$ cat src/rtl/aes_key_sched_ctrl_pkg.sv
// Shared definitions for the AES-128 round-key schedule sequencer.
// Holds the scheduler select encodings, the AES-128 round count and the
// sequencer state encodings.
package aes_key_sched_ctrl_pkg;

    localparam int unsigned AES128_NR = 10;

    // Key scheduler register select
    localparam logic [1:0] KS_HOLD = 2'b00;
    localparam logic [1:0] KS_LOAD = 2'b01;
    localparam logic [1:0] KS_FWD  = 2'b10;
    localparam logic [1:0] KS_REV  = 2'b11;

    typedef enum logic [2:0] {
        ST_IDLE    = 3'd0,
        ST_LOAD    = 3'd1,
        ST_EXPAND  = 3'd2,
        ST_PRESENT = 3'd3,
        ST_DONE    = 3'd4
    } state_t;

endpackage

$ cat src/rtl/aes_key_sched_ctrl.sv
// Sequencer for the 128-bit round-key scheduler. Drives the scheduler
// select/round so that round keys appear in ascending (encrypt) or
// descending (decrypt) order, each offered through a valid/ready handshake.
// Ports:
//   clk, rst          clock, synchronous active-high reset
//   start, decrypt    begin a sequence (sampled in IDLE) and its direction
//   ks_ctrl, ks_round scheduler select and round number (combinational)
//   rk_valid, rk_index, rk_ready  round-key handshake toward the datapath
//   busy, done        activity flag and one-cycle completion pulse
module aes_key_sched_ctrl
    import aes_key_sched_ctrl_pkg::*;
#(
    parameter int unsigned NR = AES128_NR,
    parameter int unsigned RW = 4
) (
    input  logic          clk,
    input  logic          rst,
    input  logic          start,
    input  logic          decrypt,
    output logic [1:0]    ks_ctrl,
    output logic [RW-1:0] ks_round,
    output logic          rk_valid,
    output logic [RW-1:0] rk_index,
    input  logic          rk_ready,
    output logic          busy,
    output logic          done
);

    state_t        state_q, state_d;
    logic          dir_q, dir_d;
    logic [RW-1:0] cnt_q, cnt_d;
    logic [RW-1:0] idx_q, idx_d;
    logic          last_key_c;

    // Final key of the sequence is index NR ascending, index 0 descending
    assign last_key_c = dir_q ? (idx_q == '0) : (idx_q == RW'(NR));
    assign rk_index   = idx_q;

    // Next-state and scheduler control
    always_comb begin
        state_d  = state_q;
        dir_d    = dir_q;
        cnt_d    = cnt_q;
        idx_d    = idx_q;
        ks_ctrl  = KS_HOLD;
        ks_round = '0;
        unique case (state_q)
            ST_IDLE: begin
                if (start) begin
                    dir_d   = decrypt;
                    state_d = ST_LOAD;
                end
            end
            ST_LOAD: begin
                ks_ctrl = KS_LOAD;
                cnt_d   = RW'(1);
                if (dir_q) begin
                    state_d = ST_EXPAND;
                end else begin
                    idx_d   = '0;
                    state_d = ST_PRESENT;
                end
            end
            // Decrypt walks the scheduler forward to key NR before presenting
            ST_EXPAND: begin
                ks_ctrl  = KS_FWD;
                ks_round = cnt_q;
                if (cnt_q == RW'(NR)) begin
                    idx_d   = RW'(NR);
                    state_d = ST_PRESENT;
                end else begin
                    cnt_d = cnt_q + RW'(1);
                end
            end
            // Step the scheduler on the consuming edge so keys flow without bubbles
            ST_PRESENT: begin
                if (rk_ready) begin
                    if (last_key_c) begin
                        state_d = ST_DONE;
                    end else if (dir_q) begin
                        ks_ctrl  = KS_REV;
                        ks_round = idx_q;
                        idx_d    = idx_q - RW'(1);
                    end else begin
                        ks_ctrl  = KS_FWD;
                        ks_round = idx_q + RW'(1);
                        idx_d    = idx_q + RW'(1);
                    end
                end
            end
            ST_DONE: begin
                state_d = ST_IDLE;
            end
            default: begin
                state_d = ST_IDLE;
            end
        endcase
    end

    // State and registered outputs
    always_ff @(posedge clk) begin
        if (rst) begin
            state_q  <= ST_IDLE;
            dir_q    <= 1'b0;
            cnt_q    <= RW'(1);
            idx_q    <= '0;
            rk_valid <= 1'b0;
            busy     <= 1'b0;
            done     <= 1'b0;
        end else begin
            state_q  <= state_d;
            dir_q    <= dir_d;
            cnt_q    <= cnt_d;
            idx_q    <= idx_d;
            rk_valid <= (state_d == ST_PRESENT);
            busy     <= (state_d != ST_IDLE);
            done     <= (state_d == ST_DONE);
        end
    end

endmodule

$ cat config.mk
export PLATFORM = sky130hd
export DESIGN_NAME = aes_key_sched_ctrl
export DESIGN_NICKNAME = d
export VERILOG_FILES = /design/src/rtl/aes_key_sched_ctrl_pkg.sv /design/src/rtl/aes_key_sched_ctrl.sv
export SDC_FILE = /design/constraint.sdc
export NUM_CORES = 1
export LEC_CHECK = 0
export CAP_MARGIN = 20
export CORE_MARGIN = 2
export CORE_UTILIZATION = 45
export DETAILED_ROUTE_END_ITERATION = 8
export PLACE_DENSITY_LB_ADDON = 0.05
export SYNTH_ARGS = -nofsm -noshare
export SYNTH_HDL_FRONTEND = slang
export SYNTH_SLANG_ARGS = --single-unit
$ cat constraint.sdc
create_clock -name clk -period 5.5 [get_ports clk]
set_input_delay 1.1 -clock clk [delete_from_list [all_inputs] [get_ports clk]]
set_output_delay 1.1 -clock clk [all_outputs]
set_load 0.1 [all_outputs]
==> flow_metrics.tcl <==
set metrics [dict create \
    initial_core_util_pct 47.7 \
    place_congestion 0.824 \
    holdWs_ns 0.541 \
    grt_max_degree 18 \
    slew_viol_final 0 \
    syn-cell-area_sq_mm 0.00105 \
    synthesis.nets 139 \
    crit_path_end_kind "output port" \
    cts_buffers 3 \
    core-area_sq_mm 0.00221 \
    relSlewSlack_pct 34.7 \
    place_area_sq_mm 0.00122 \
    post-cts-setup-buffer-count 0 \
    cts_root_buf "clkbuf_4" \
    io_buffers 17 \
    drcViolationCount 0 \
    timing.final.hold_violations 0 \
    viasPerCell 5.87 \
    fmax_mhz 235 \
    crit_fanout 4 \
    grtUsageTotal_pct 21.1 \
    num-fill-cells 217 \
    antenna_found_initial 0 \
    worst_setup_path_start_kind "input port" \
    rsz0062_at_grt "false" \
    yosysWarnings 0 \
    synth_cell_types 44 \
    tightest_slew_ns 0.976 \
    grt_pass1_wl_mm 4.28 \
    max_cap_violations 0 \
    holdCritPathClass "reg -> reg" \
    first_pass_iters 4 \
    grt_pass1_vias 901 \
    ant_nets 0 \
    async_flop_share_pct 0 \
    tns_ns 0 \
    peakVddDrop_mv 0.202 \
    fin_skew_ns 0.00391 \
    cts_tree "built" \
    ys.flop_type "dfxtp_1" \
    leakagePower_nw 0.439 \
    routed_wl_mm 2.49 \
    yosysSeqAreaShare_pct 28.5 \
    hold_buffers 0 \
    die_area_sq_mm 0.00275 \
    h-tree-depth 1 \
    die_w_um 52.4 \
    clock_path_buffers 2 \
    cp_slowest_cell "clkdlybuf4s50_1" \
    wl_met1_mm 1.29 \
    netlist_instances 127 \
    path_clk_slew_ns 0.09 \
    synth_edf_count 0 \
    worstPathCellList "clkdlybuf4s50_1 -> nor3b_2 -> o21a_1 -> clkdlybuf4s50_1" \
    pin_count 18 \
    area_delta_synth_final_pct 18.1 \
    wl_per_cell_um 14.7 \
    finalSetupViolations 0 \
    dr_total_vias 998 \
    period_needed_ns 4.26 \
    slowest_delay_ns 1.12 \
    crit_required_ns 4.40 \
    ys_seq_elements 15 \
    fin_crit_sh_pct 77.4 \
    routed.top_layer "met4" \
    cts_num_sinks 15 \
    critPathKind "in -> out" \
    drt_iter0_markers 26 \
    cts-resized-gates 0 \
    p_per_area_mw_per_mm2 261 \
    dp_hpwl_mm 1.83 \
    met3_length_um 124 \
    outcome "finished clean" \
    worstPathArrival_ns 3.16 \
    grt-ovfl-total 0 \
    diodes 0 \
    row_count 17 \
    final_area_sq_mm 0.00125 \
    syn_area_per_cell_sq_um 8.31 \
    clkLatencyLatePin_ns 0.29 \
    wl_met2_mm 1.06 \
    cp_common_cell "clkdlybuf4s50_1" \
    drive_above_1_share_pct 10.6 \
    die_h_um 52.4 \
    layout.nets 155 \
]
[area by class of cell]
class,count,area (sq um),share of cell area (%)
tap,28,35.0,2.81
clock inverter,1,5.00,0.402
clock buffer,3,22.5,1.81
sequential,15,300,24.1
multi-input combinational,95,684,54.9
timing repair buffer,17,158,12.7
inverter,11,41.3,3.31
[path summary, 6_finish.rpt]
check                    from          end  slack (ns)  depth (start not counted)
hold / removal       cnt_q[3]     cnt_q[3]        0.54                          2
setup / recovery     rk_ready   ks_ctrl[1]        1.24                          4
setup reg to reg  rk_index[0]  rk_index[0]        3.63                          6
hold reg to reg      cnt_q[3]     cnt_q[3]        0.54                          2
[synth_stat cells, types with 2 or more instances]
master / instances / area, sq um
mux2i_1: 3 / 30.0
a211oi_1: 3 / 22.5
ha_1: 7 / 87.6
o21ai_1: 6 / 30.0
a31oi_1: 3 / 18.8
o31ai_1: 2 / 15.0
o2111ai_1: 2 / 17.5
clkbuf_1: 3 / 11.3
a21oi_1: 7 / 35.0
o21ai_0: 3 / 15.0
nand2b_1: 2 / 12.5
a21boi_1: 2 / 15.0
buf_2: 2 / 10.0
and4bb_4: 2 / 32.5
nand2_1: 7 / 26.3
inv_1: 11 / 41.3
o211ai_1: 2 / 15.0
nand3_1: 4 / 20.0
nor3_1: 4 / 20.0
nor2_1: 9 / 33.8
o21a_1: 3 / 22.5
dfxtp_1: 15 / 300
or4_1: 2 / 15.0
xnor2_1: 3 / 26.3
[logic make-up (layout without fill, tap and decap cells)]
group / Yosys count / count (layout) / synth area share, %
AND/OR/NAND/NOR: 43 / 43 / 26.2
buffers and inverters: 17 / 32 / 6.64
AO/OA/AOI/OAI: 39 / 39 / 25.0
XOR/XNOR: 3 / 3 / 2.49
multiplexers: 3 / 3 / 2.85
flip-flops: 15 / 15 / 28.5
adder cells (fa/ha/maj): 7 / 7 / 8.30
[metrics by stage]
stage | power (W) | worst slack [ns] | utilization [%] | std cells
floorplan | 0.000234 | 0.0659 | - | 127
global placement | 0.000260 | 1.29 | 55.1 | 166
detailed placement | 0.000261 | 1.25 | 55.1 | 166
CTS | 0.000327 | 1.23 | 56.3 | 170
global route | 0.000344 | 1.18 | 56.3 | 170
finish | 0.000325 | 1.24 | 56.3 | 170
[cell usage in the layout, fill, tap and decap left out, types with 4 or more instances in the layout]
cell type and n:
a21oi_1 7, buf_4 5, clkdlybuf4s50_1 12, dfxtp_1 15, ha_1 7, inv_1 11
nand2_1 7, nand3_1 4, nor2_1 9, nor3_1 4, o21ai_1 6
[worst max-delay path, delay by kind of cell]
| kind | cells | cell delay, ns |
|---|---|---|
| simple gates | 1 | 0.29 |
| compound gates | 1 | 0.15 |
| buf+inv | 2 | 1.63 |
[power breakdown]
group	leakage, nW	switching [W]	internal [W]	total [W]
Sequential	0.122	0.0000168	0.000116	0.000133
Clock	0.0177	0.0000394	0.0000271	0.0000664
Combinational	0.299	0.0000880	0.0000383	0.000126
Total	0.439	0.000144	0.000181	0.000325
[registers in the layout, summed over array words and instances, names as in the netlist]
| signal | count |
|---|---|
| busy | 1 |
| rk_valid | 1 |
| cnt_q | 4 |
| dir_q | 1 |
| state_q | 3 |
| rk_index | 4 |
| done | 1 |
[layer usage]
layer / global-route usage [%] / vias up
li1: - / 501
met1: 31.0 / 470
met2: 31.3 / 25
met3: 5.14 / 2
met4: 3.85 / 0
met5: 0 / -
Note: power is estimated with default switching activity, not from simulation.
